`src/rtl/dram_cache.sv`:
```
// rtl/dram_cache.sv - direct-mapped write-back record cache in front of the DRAM bridge
// Hits are served locally; bridge traffic only for misses, dirty evictions and flush.
module dram_cache #(
   parameter int ENTRIES = 4
) (
   input  logic        clk,
   input  logic        rst,
   input  logic        req_valid,
   output logic        req_ready,
   input  logic        req_wr,
   input  logic [7:0]  req_addr,
   input  logic [63:0] req_wdata,
   output logic        resp_valid,
   output logic [63:0] resp_data,
   input  logic        flush_req,
   output logic        flush_done,
   output logic        C_in_valid,
   output logic        C_r_wb,
   output logic [7:0]  C_addr,
   output logic [63:0] C_data_w,
   input  logic        C_out_valid,
   input  logic [63:0] C_data_r
);

   localparam int IDX = $clog2(ENTRIES);
   localparam int TW  = 8 - IDX;

   typedef enum logic [3:0] {
      IDLE, WB_REQ, WB_WAIT, RD_REQ, RD_WAIT, RESP, FL_SCAN, FL_WAIT, FL_DONE
   } state_t;

   state_t state, state_n;

   logic [ENTRIES-1:0] valid_q, dirty_q;
   logic [TW-1:0]      tag_q  [ENTRIES];
   logic [63:0]        data_q [ENTRIES];

   logic        lat_wr;
   logic [7:0]  lat_addr;
   logic [63:0] lat_wdata;
   logic [IDX-1:0] ptr, ptr_n;

   logic           accept;
   logic           resp_valid_n, flush_done_n, c_in_valid_n, c_r_wb_n;
   logic [63:0]    resp_data_n, c_data_w_n;
   logic [7:0]     c_addr_n;
   logic           line_we, line_dirty, clr_dirty;
   logic [IDX-1:0] line_idx, clr_idx;
   logic [TW-1:0]  line_tag;
   logic [63:0]    line_data;

   logic [IDX-1:0] req_idx, lat_idx;
   logic [TW-1:0]  req_tag, lat_tag;
   logic           hit, ptr_last;

   assign req_idx  = req_addr[IDX-1:0];
   assign req_tag  = req_addr[7:IDX];
   assign lat_idx  = lat_addr[IDX-1:0];
   assign lat_tag  = lat_addr[7:IDX];
   assign hit      = valid_q[req_idx] && (tag_q[req_idx] == req_tag);
   assign ptr_last = (ptr == IDX'(ENTRIES - 1));

   // Held low during reset so the block looks idle-but-unavailable until release.
   assign req_ready = (state == IDLE) && !rst;

   always_comb begin
      state_n      = state;
      ptr_n        = ptr;
      accept       = 1'b0;
      resp_valid_n = 1'b0;
      resp_data_n  = 64'd0;
      flush_done_n = 1'b0;
      c_in_valid_n = 1'b0;
      c_r_wb_n     = C_r_wb;
      c_addr_n     = C_addr;
      c_data_w_n   = C_data_w;
      line_we      = 1'b0;
      line_idx     = lat_idx;
      line_tag     = lat_tag;
      line_data    = lat_wdata;
      line_dirty   = 1'b0;
      clr_dirty    = 1'b0;
      clr_idx      = lat_idx;

      case (state)
         IDLE: begin
            if (flush_req) begin
               state_n = FL_SCAN;
               ptr_n   = '0;
            end else if (req_valid) begin
               accept = 1'b1;
               if (hit || !(valid_q[req_idx] && dirty_q[req_idx])) begin
                  if (req_wr) begin
                     line_we      = 1'b1;
                     line_idx     = req_idx;
                     line_tag     = req_tag;
                     line_data    = req_wdata;
                     line_dirty   = 1'b1;
                     resp_valid_n = 1'b1;
                     resp_data_n  = req_wdata;
                     state_n      = RESP;
                  end else if (hit) begin
                     resp_valid_n = 1'b1;
                     resp_data_n  = data_q[req_idx];
                     state_n      = RESP;
                  end else begin
                     c_in_valid_n = 1'b1;
                     c_r_wb_n     = 1'b1;
                     c_addr_n     = req_addr;
                     state_n      = RD_REQ;
                  end
               end else begin
                  c_in_valid_n = 1'b1;
                  c_r_wb_n     = 1'b0;
                  c_addr_n     = {tag_q[req_idx], req_idx};
                  c_data_w_n   = data_q[req_idx];
                  state_n      = WB_REQ;
               end
            end
         end
         WB_REQ: state_n = WB_WAIT;
         WB_WAIT: begin
            if (C_out_valid) begin
               if (lat_wr) begin
                  line_we      = 1'b1;
                  line_dirty   = 1'b1;
                  resp_valid_n = 1'b1;
                  resp_data_n  = lat_wdata;
                  state_n      = RESP;
               end else begin
                  clr_dirty    = 1'b1;
                  c_in_valid_n = 1'b1;
                  c_r_wb_n     = 1'b1;
                  c_addr_n     = lat_addr;
                  state_n      = RD_REQ;
               end
            end
         end
         RD_REQ: state_n = RD_WAIT;
         RD_WAIT: begin
            if (C_out_valid) begin
               line_we      = 1'b1;
               line_data    = C_data_r;
               resp_valid_n = 1'b1;
               resp_data_n  = C_data_r;
               state_n      = RESP;
            end
         end
         RESP: state_n = IDLE;
         FL_SCAN: begin
            if (valid_q[ptr] && dirty_q[ptr]) begin
               c_in_valid_n = 1'b1;
               c_r_wb_n     = 1'b0;
               c_addr_n     = {tag_q[ptr], ptr};
               c_data_w_n   = data_q[ptr];
               state_n      = FL_WAIT;
            end else if (ptr_last) begin
               flush_done_n = 1'b1;
               state_n      = FL_DONE;
            end else begin
               ptr_n = ptr + 1'b1;
            end
         end
         FL_WAIT: begin
            if (C_out_valid) begin
               clr_dirty = 1'b1;
               clr_idx   = ptr;
               if (ptr_last) begin
                  flush_done_n = 1'b1;
                  state_n      = FL_DONE;
               end else begin
                  ptr_n   = ptr + 1'b1;
                  state_n = FL_SCAN;
               end
            end
         end
         FL_DONE: state_n = IDLE;
         default: state_n = IDLE;
      endcase
   end

   always_ff @(posedge clk or posedge rst) begin
      if (rst) begin
         state      <= IDLE;
         ptr        <= '0;
         lat_wr     <= 1'b0;
         lat_addr   <= 8'd0;
         lat_wdata  <= 64'd0;
         resp_valid <= 1'b0;
         resp_data  <= 64'd0;
         flush_done <= 1'b0;
         C_in_valid <= 1'b0;
         C_r_wb     <= 1'b0;
         C_addr     <= 8'd0;
         C_data_w   <= 64'd0;
         valid_q    <= '0;
         dirty_q    <= '0;
      end else begin
         state      <= state_n;
         ptr        <= ptr_n;
         resp_valid <= resp_valid_n;
         resp_data  <= resp_data_n;
         flush_done <= flush_done_n;
         C_in_valid <= c_in_valid_n;
         C_r_wb     <= c_r_wb_n;
         C_addr     <= c_addr_n;
         C_data_w   <= c_data_w_n;
         if (accept) begin
            lat_wr    <= req_wr;
            lat_addr  <= req_addr;
            lat_wdata <= req_wdata;
         end
         // An install on the evicted index supersedes the dirty clear.
         if (line_we) begin
            valid_q[line_idx] <= 1'b1;
            dirty_q[line_idx] <= line_dirty;
         end else if (clr_dirty) begin
            dirty_q[clr_idx] <= 1'b0;
         end
      end
   end

   always_ff @(posedge clk) begin
      if (line_we) begin
         tag_q[line_idx]  <= line_tag;
         data_q[line_idx] <= line_data;
      end
   end

endmodule

```
`config.mk`:
```
export PLATFORM = sky130hd
export DESIGN_NAME = dram_cache
export DESIGN_NICKNAME = d
export VERILOG_FILES = /design/src/rtl/dram_cache.sv
export SDC_FILE = /design/constraint.sdc
export NUM_CORES = 1
export LEC_CHECK = 0
export CAP_MARGIN = 5
export CORE_ASPECT_RATIO = 2
export CORE_MARGIN = 1.5
export CORE_UTILIZATION = 44
export CTS_CLUSTER_DIAMETER = 30
export DETAILED_ROUTE_END_ITERATION = 10
export PLACE_DENSITY = 0.75
export RECOVER_POWER = 25
export REMOVE_ABC_BUFFERS = 1
export SETUP_SLACK_MARGIN = 0.05
export SYNTH_ARGS = -nofsm -noshare
export SYNTH_HDL_FRONTEND = slang
export SYNTH_SLANG_ARGS = --single-unit
```
`constraint.sdc`:
```
create_clock -name clk -period 17.6 [get_ports clk]
set_input_delay 4.4 -clock clk [delete_from_list [all_inputs] [get_ports clk]]
set_output_delay 4.4 -clock clk [all_outputs]
set_load 0.05 [all_outputs]
```
==> results.ini, run 1 <==
[sta]
final_hold_viol_count=0
worst_pin_slew_ps=3910
skew_ps=33.6
rsz0062_at_grt=no
setup_tns_ps=0
max_clock_freq_ghz=0.0969
relSlewSlack_pct=-162
worst_slack_ps=7280
fin_crit_sh_pct=58.6
final.min_clock_period_ps=10320
finalHoldWorstSlack_ps=503
finalSetupViolCount=0
slew_violations=114

[floorplan]
ios=283
die_x_um=168
dieArea_um2=56000
coreArea_um2=53800
start_util_pct=44.7
num_rows=120
die_h_um=333

[grt]
use_met1_pct=27.1
grt_max_degree=148
grt_pass1_vias=17000
top_usage_layer=met2
met3_usage_pct=4.13
grt-ovfl-total=0
use_met2_pct=43.5
grt_pass1_wl_um=101000
globalRouteTotalUtil_pct=24.1
antenna_found_initial=0

[detailed_routing]
viasPerCell=6.19
wl_per_cell_um=26.6
drtPass1Iterations=5
drt-initial-drc-count=1308
drtAntennaViolNets=0
drt_wl_total_um=66400
vias=15400
drc_errors=0

[synthesis]
synth_common_cells=edfxtp_1 (280), dfrtp_1 (227), mux2_2 (162), mux4_2 (141), o21ai_0 (82)
synth_warnings=0
synth_top_area_share_pct=35.0
ys_ff_latch=507
synth-edff-count=280
netlist_instances=1510
ys_seq_area_share_pct=58.7
syn_area_um2=24000
synth_flop_cell=edfxtp_1
yosys.area_share.adder_pct=0.0521
synth-compound-area-share_pct=8.01
syn_area_per_cell_um2=15.9
synth-async-reset-ratio_pct=44.8
yosys.area.top_type=edfxtp_1
synthMostInstantiatedCell=edfxtp_1
synth_top_family_by_area=multiplexers
synth-simple-area-share_pct=3.62
ys_types=56
synth_area_leaders=edfxtp_1 (35%), dfrtp_1 (24%), mux4_2 (13%), mux2_2 (7.6%), mux2i_1 (3.2%)
synthMuxAreaShare_pct=27.1
post_synth_xor_area_fraction_pct=0.255

[critical_path]
crit_cells=3
path_buf_inv=2
crit_arrival_ps=5920
crit_path_end_kind=output pin
cpMaxStageDelayCell=clkdlybuf4s50_1
cp.required_ps=13200
slowest_delay_ps=820
timing.setup.critical_path_class=input pin to output pin
critPathMaxFanout=2
reg2reg_depth=6
crit_chain=dlygate4sd3_1 > nor2_1 > clkdlybuf4s50_1
ff2ff_setup_slack_ps=11950
startpoint_type=input pin
cp_top_family=buffers and inverters

[placement]
place_ws_ps=7290
dp_cells=2371
hpwl_um=40500
port_buffers=282
place_congestion=0.827

[min_path]
hold_path_depth=1
hp-class=register to register

[finish]
multi_input_area_um2=9440
antenna_cells=0
fill_cells=4334
syn2layout_area_growth_pct=23.6
final_nets=1911
stdcell_count=2493
final_layout_size_suffix_gt1_share_pct=28.6
seqCellArea_um2=14100

[clock_tree]
cts.path.max_buffers=3
ctsHtreeMaxLevel=3
cts_resized=0
clk_pin_slew_ps=50
cts_made_buffers=66
ctsHoldBuffers=0
cts-root-buf=clkbuf_16
clkLatencyLatePin_ps=590
postCtsSetupBuffers=0
cts_tree=done
clock_sinks=507

[run]
drv_cap=2

[pwr]
power_leakage_nw=11.0
finalPower_mw=5.34
clkPwrFrac_pct=25.4
p_sw_share_pct=36.2
p_int_mw=3.41
switching_power_mw=1.94
power.density_nw_per_um2=180
seqPwrFrac_pct=36.1
combPwrFrac_pct=38.5
ir_drop_mv=0.0975

[run_status]
violations=max-capacitance violations, max-slew violations
status=complete, but fails checks

-- cells by family (layout without fill, tap and decap cells) --
| kind of cell | Yosys count | in the layout |
|---|---|---|
| fa+ha+maj | 1 | 1 |
| simple gates | 167 | 167 |
| buf+inv | 125 | 437 |
| mux | 429 | 429 |
| xor+xnor | 7 | 7 |
| compound gates | 274 | 274 |
| flops | 507 | 507 |
-- placed cells by master, fill, tap and decap left out, types with 7 or more instances in the layout --
| master | Yosys | final |
|---|---|---|
| edfxtp_1 | 280 | 280 |
| clkdlybuf4s50_1 | 0 | 245 |
| dfrtp_1 | 227 | 225 |
| mux2_2 | 162 | 162 |
| mux4_2 | 141 | 141 |
| o21ai_0 | 82 | 82 |
| mux2i_1 | 77 | 77 |
| clkbuf_16 | 0 | 67 |
| a21oi_1 | 53 | 53 |
| a221o_1 | 50 | 50 |
| nand2_1 | 52 | 49 |
| mux2_4 | 49 | 49 |
| and2_1 | 50 | 49 |
| dlygate4sd3_1 | 0 | 35 |
| a22oi_1 | 24 | 24 |
| buf_4 | 4 | 21 |
| nor2_1 | 17 | 16 |
| o22ai_1 | 14 | 14 |
| o221a_2 | 14 | 14 |
| inv_6 | 0 | 13 |
| o211ai_1 | 11 | 11 |
| clkbuf_1 | 69 | 11 |
| inv_1 | 11 | 9 |
| or3_1 | 7 | 7 |
| nand3_1 | 7 | 7 |
| clkinvlp_4 | 0 | 7 |
| inv_8 | 0 | 7 |
-- path summary, 6_finish.rpt --
check / endpoint / from
min in group asynchronous: resp_data[41] / rst
worst min register to register: C_data_w[56] / C_data_w[56]
max in group asynchronous: resp_data[12] / rst
worst min-delay path: C_data_w[56] / C_data_w[56]
worst max register to register: data_q[3][53] / state[0]
worst max-delay path: req_ready / rst
-- registers in the layout, indices dropped and copies added (netlist names), 2 cells and up --
signal     flops
data_q       256
C_data_w      64
lat_wdata     64
resp_data     64
tag_q         24
C_addr         8
lat_addr       8
dirty_q        4
state          4
valid_q        4
ptr            2
-- final cells by class --
cell class	count	share of cell area [%]
timing repair buffer	304	10.1
inverter	11	0.152
tap	671	2.83
clock buffer	81	5.97
multi-input combinational	878	31.8
sequential	507	47.5
clock inverter	41	1.59
-- per-layer routing --
metal / share of wire (%) / up-vias
met5: 0 / -
met4: 4.5 / 0
met3: 6.8 / 165
met2: 53 / 755
met1: 36 / 7935
li1: - / 6571
-- worst reg2reg max path, delay by kind of cell (launching register included) --
family / cells / cell delay [ps]
simple gates: 5 / 3990
buf+inv: 1 / 680
flops: 1 / 550
-- per-stage QoR --
stage,area (um2),util [%]
4_1_cts,29700,55.2
6_report,29700,55.2
2_1_floorplan,23500,-
3_3_place_gp,27400,51.0
3_5_place_dp,27400,51.0
5_1_grt,29700,55.2
-- power by group through the flow --
stage	Combinational (mW)	Clock (mW)	Sequential (mW)
final	2.06	1.36	1.93
after global routing	2.17	1.43	1.97
after CTS	2.07	1.39	1.93
after detailed placement	2.06	0	1.95
after global placement	2.02	0	1.93
after floorplan	1.07	0	2.32
(Power assumes the default switching activity.)
==> run 2: changes to the inputs <==
==> constraint.sdc (replaced) <==
create_clock -name clk -period 10.4 [get_ports clk]
set_input_delay 2.6 -clock clk [delete_from_list [all_inputs] [get_ports clk]]
set_output_delay 2.6 -clock clk [all_outputs]
set_load 0.05 [all_outputs]
==> run 2 against run 1 <==
  * Critical path type is now input pin to asynchronous set/reset pin
  * Clock power grew 77%
  * Critical path depth decreased by 1
  * The flow still finishes with violations (max-capacitance violations, max-slew violations)
  * Global-route usage up 0.92 points
==> results.ini, run 2 (synthesis gave the netlist of run 1 again) <==
[critical_path]
slowest_delay_ps=3050
startpoint_type=input pin
crit_chain=dlygate4sd3_1 > clkinvlp_2
critPathMaxFanout=115
crit_path_end_kind=asynchronous set/reset pin
crit_arrival_ps=6320
cp_top_family=buffers and inverters
cpMaxStageDelayCell=clkinvlp_2
timing.setup.critical_path_class=input pin to asynchronous set/reset pin
cp.required_ps=9440
path_buf_inv=2

[detailed_routing]
drtAntennaViolNets=0
viasPerCell=6.22
wl_per_cell_um=27.9
drc_errors=0
drt_wl_total_um=69600
drtPass1Iterations=8
drt-initial-drc-count=1308
vias=15500

[clock_tree]
cts-root-buf=clkbuf_16
cts_tree=done
clk_pin_slew_ps=60
ctsHoldBuffers=0
cts_resized=0
cts_made_buffers=66
cts.path.max_buffers=3
ctsHtreeMaxLevel=3
clock_sinks=507
postCtsSetupBuffers=0
clkLatencyLatePin_ps=610

[finish]
fin_area_um2=29700
largest_reg_flops=256
final_core_util_pct=55.3
final_nets=1907
layout_commonest_cell=edfxtp_1
most-common-layout-cells=edfxtp_1 (280), clkdlybuf4s50_1 (244), dfrtp_1 (225), mux2_2 (162), mux4_2 (141)
stdcell_count=2489
fill_cells=4260
final_layout_size_suffix_gt1_share_pct=28.6
top_register=data_q
syn2layout_area_growth_pct=23.9

[grt]
grt_pass1_vias=16700
grt_pass1_wl_um=104000
grt_max_degree=116
globalRouteTotalUtil_pct=25.1
antenna_found_initial=0
grt-ovfl-total=0

[sta]
final_hold_viol_count=0
max_clock_freq_ghz=0.137
worst_slack_ps=3120
slew_violations=116
rsz0062_at_grt=no
fin_crit_sh_pct=70.0
setup_tns_ps=0
relSlewSlack_pct=-278
worst_pin_slew_ps=5670
skew_ps=32.5
final.min_clock_period_ps=7280
finalSetupViolCount=0

[run_status]
status=complete, but fails checks
violations=max-capacitance violations, max-slew violations

[floorplan]
ios=283
num_rows=120
start_util_pct=44.7
die_h_um=333
dieArea_um2=56000
coreArea_um2=53800
die_x_um=168

[placement]
place_congestion=0.857
place_ws_ps=3330
hpwl_um=44700
port_buffers=282
place_area_um2=27400
dp_cells=2367

[pwr]
power.density_nw_per_um2=309
power_leakage_nw=11.1
ir_drop_mv=0.214

[min_path]
hp-class=register to register

[run]
drv_cap=2

==> run 2: cell count changes in the layout (fill, tap and decap cells not counted), sizes merged <==
cell           previous run  this run
clkinv                    8        19
clkbuf                   82        74
inv                      31        26
buf                      23        19
bufinv                    5         9
clkinvlp                  8         5
clkdlybuf4s50           245       244
diode                     0         1
dlygate4sd3              35        36
==> run 2: layer usage <==
| layer | wire (um) | track usage (%) | vias to the layer above |
|---|---|---|---|
| li1 | - | - | 6565 |
| met1 | 23900 | 27.8 | 7974 |
| met2 | 37100 | 45.2 | 762 |
| met3 | 4430 | 3.52 | 177 |
| met4 | 4170 | 15.2 | 0 |
| met5 | 0 | 0 | - |
==> run 2: final timing paths <==
check	startpoint	endpoint	slack (ps)	cells after the start
setup / recovery	rst	ptr[1]	3120	2
hold / removal	C_data_w[49]	C_data_w[49]	510	1
setup reg to reg	state[2]	data_q[2][42]	4540	6
hold reg to reg	C_data_w[49]	C_data_w[49]	510	1
max in group clk	C_out_valid	data_q[2][42]	3190	8
min in group asynchronous	rst	resp_data[41]	4180	2
==> run 2: area by class of cell <==
type	count	area (um2)	area share, %
clock inverter	48	638	2.15
multi-input combinational	878	9440	31.7
clock buffer	73	1720	5.78
timing repair buffer	300	2950	9.93
sequential	507	14100	47.4
inverter	11	45.0	0.151
antenna	1	2.50	0.00842
tap	671	840	2.82
==> run 2: power breakdown <==
| group | switching [mW] | internal [mW] |
|---|---|---|
| Clock | 0.947 | 1.46 |
| Combinational | 1.94 | 1.52 |
| Sequential | 0.447 | 2.87 |
==> run 2: through the flow <==
step,hold slack (ps),total power [mW]
finish,509,9.19
global route,530,9.54
CTS,517,9.24
detailed placement,493,6.81
global placement,493,6.70
floorplan,456,5.74
==> run 3: changes to the inputs <==
--- a/config.mk
+++ b/config.mk
@@ -11,7 +11,7 @@
 export CORE_UTILIZATION = 44
 export CTS_CLUSTER_DIAMETER = 30
 export DETAILED_ROUTE_END_ITERATION = 10
-export PLACE_DENSITY = 0.75
+export PLACE_DENSITY = 0.78
 export RECOVER_POWER = 25
 export REMOVE_ABC_BUFFERS = 1
 export SETUP_SLACK_MARGIN = 0.05
==> constraint.sdc (replaced) <==
create_clock -name clk -period 6.2 [get_ports clk]
set_input_delay 1.55 -clock clk [delete_from_list [all_inputs] [get_ports clk]]
set_output_delay 1.55 -clock clk [all_outputs]
set_load 0.05 [all_outputs]
==> run 3 against run 2 <==
  * The flow still finishes with violations (max-capacitance violations, max-slew violations)
  * Worst hold slack lost 4.3 ps
  * Die area stayed put
  * Setup slack lost 1900 ps
  * Non-clock buffer count rose by 19
==> results.ini, run 3 (synthesis gave the netlist of run 1 again) <==
[run_status]
status=complete, but fails checks
violations=max-capacitance violations, max-slew violations

[sta]
max_clock_freq_ghz=0.200
worst_slack_ps=1200
final_hold_viol_count=0
final.min_clock_period_ps=5000
fin_crit_sh_pct=80.6
rsz0062_at_grt=no
worst_pin_slew_ps=2950
skew_ps=24.2
relSlewSlack_pct=-96.7
slew_violations=204
setup_tns_ps=0
finalSetupViolCount=0

[finish]
stdcell_count=2512
final_layout_size_suffix_gt1_share_pct=29.5
final_nets=1927
most-common-layout-cells=edfxtp_1 (280), clkdlybuf4s50_1 (255), dfrtp_1 (226), mux2_2 (162), mux4_2 (141)
top_register=data_q
layout_commonest_cell=edfxtp_1
fin_area_um2=29900
syn2layout_area_growth_pct=24.4
largest_reg_flops=256

[detailed_routing]
viasPerCell=6.18
drt-initial-drc-count=1096
wl_per_cell_um=27.2
drt_wl_total_um=68400
drtAntennaViolNets=0
vias=15500
drc_errors=0
drtPass1Iterations=5

[placement]
place_area_um2=27600
dp_cells=2386
place_ws_ps=929
place_congestion=0.841
hpwl_um=44500
port_buffers=282

[clock_tree]
cts_tree=done
clk_pin_slew_ps=60
clock_sinks=507
cts-root-buf=clkbuf_16
cts_resized=0
clkLatencyLatePin_ps=590
cts_made_buffers=67
ctsHoldBuffers=0
postCtsSetupBuffers=0
ctsHtreeMaxLevel=3
cts.path.max_buffers=3

[critical_path]
startpoint_type=register
crit_arrival_ps=5470
ff2ff_setup_slack_ps=1200
reg2reg_depth=7
critPathMaxFanout=48
timing.setup.critical_path_class=register to register
crit_path_end_kind=register
r2r_end=state[2]
cp.required_ps=6680
rr_startpoint=ptr[0]

[pwr]
power.density_nw_per_um2=511
power_leakage_nw=11.1
ir_drop_mv=0.414
finalPower_mw=15.3

[min_path]
holdCritStartpoint=C_data_w[52]
holdPathEnd=C_data_w[52]
hp-class=register to register
hold_path_depth=1

[grt]
grt-ovfl-total=0
globalRouteTotalUtil_pct=24.8
antenna_found_initial=4
grt_pass1_wl_um=103000
grt_pass1_vias=17200
grt_max_degree=125

[floorplan]
start_util_pct=44.7
ios=283
dieArea_um2=56000
coreArea_um2=53800
num_rows=120
die_h_um=333
die_x_um=168

[run]
drv_cap=3

-- run 3: power breakdown --
group	internal (mW)	leakage (nW)	switching (mW)	total, mW
Clock	2.23	1.10	1.61	3.84
Combinational	2.61	4.66	3.34	5.95
Sequential	4.81	5.37	0.672	5.48
Total	9.65	11.1	5.62	15.3
-- run 3: how the worst max path moves through the flow --
stage	from	endpoint	slack, ps
6_report	ptr[0]	state[2]	1200
5_1_grt	ptr[0]	state[1]	720
4_1_cts	req_addr[0]	data_q[2][8]	1550
3_5_place_dp	req_addr[0]	data_q[2][4]	930
3_3_place_gp	req_addr[0]	data_q[2][31]	980
2_1_floorplan	req_valid	C_data_w[42]	-2550
-- run 3: routing by layer --
| layer | track usage (%) | up-vias | wire length [um] |
|---|---|---|---|
| met5 | 0 | - | 21 |
| li1 | - | 6611 | - |
| met2 | 45.3 | 742 | 36900 |
| met1 | 25.9 | 7942 | 23000 |
| met3 | 4.49 | 224 | 4340 |
| met4 | 15.8 | 4 | 4180 |
-- run 3: cell type report --
type / instances / area, um2
inverter: 11 / 47.5
clock buffer: 75 / 1770
timing repair buffer: 319 / 3170
fill: 4234 / 23900
tap: 671 / 840
sequential: 507 / 14100
multi-input combinational: 878 / 9450
antenna: 2 / 5.00
clock inverter: 49 / 497
-- run 3: metrics by stage --
| stage | hold slack (ps) | utilization [%] |
|---|---|---|
| 6_report | 505 | 55.6 |
| 5_1_grt | 524 | 55.6 |
| 4_1_cts | 506 | 55.6 |
| 3_5_place_dp | 491 | 51.4 |
| 3_3_place_gp | 478 | 51.4 |
| 2_1_floorplan | 456 | - |
-- run 3: worst max-delay path: stages, from the launching register on --
cell and delay (ps):
dfrtp_1 1720, clkbuf_2 1680, ha_1 460, a2bb2oi_1 200, nor2_1 60, nor2_1 140
o221ai_1 160, mux2_2 310
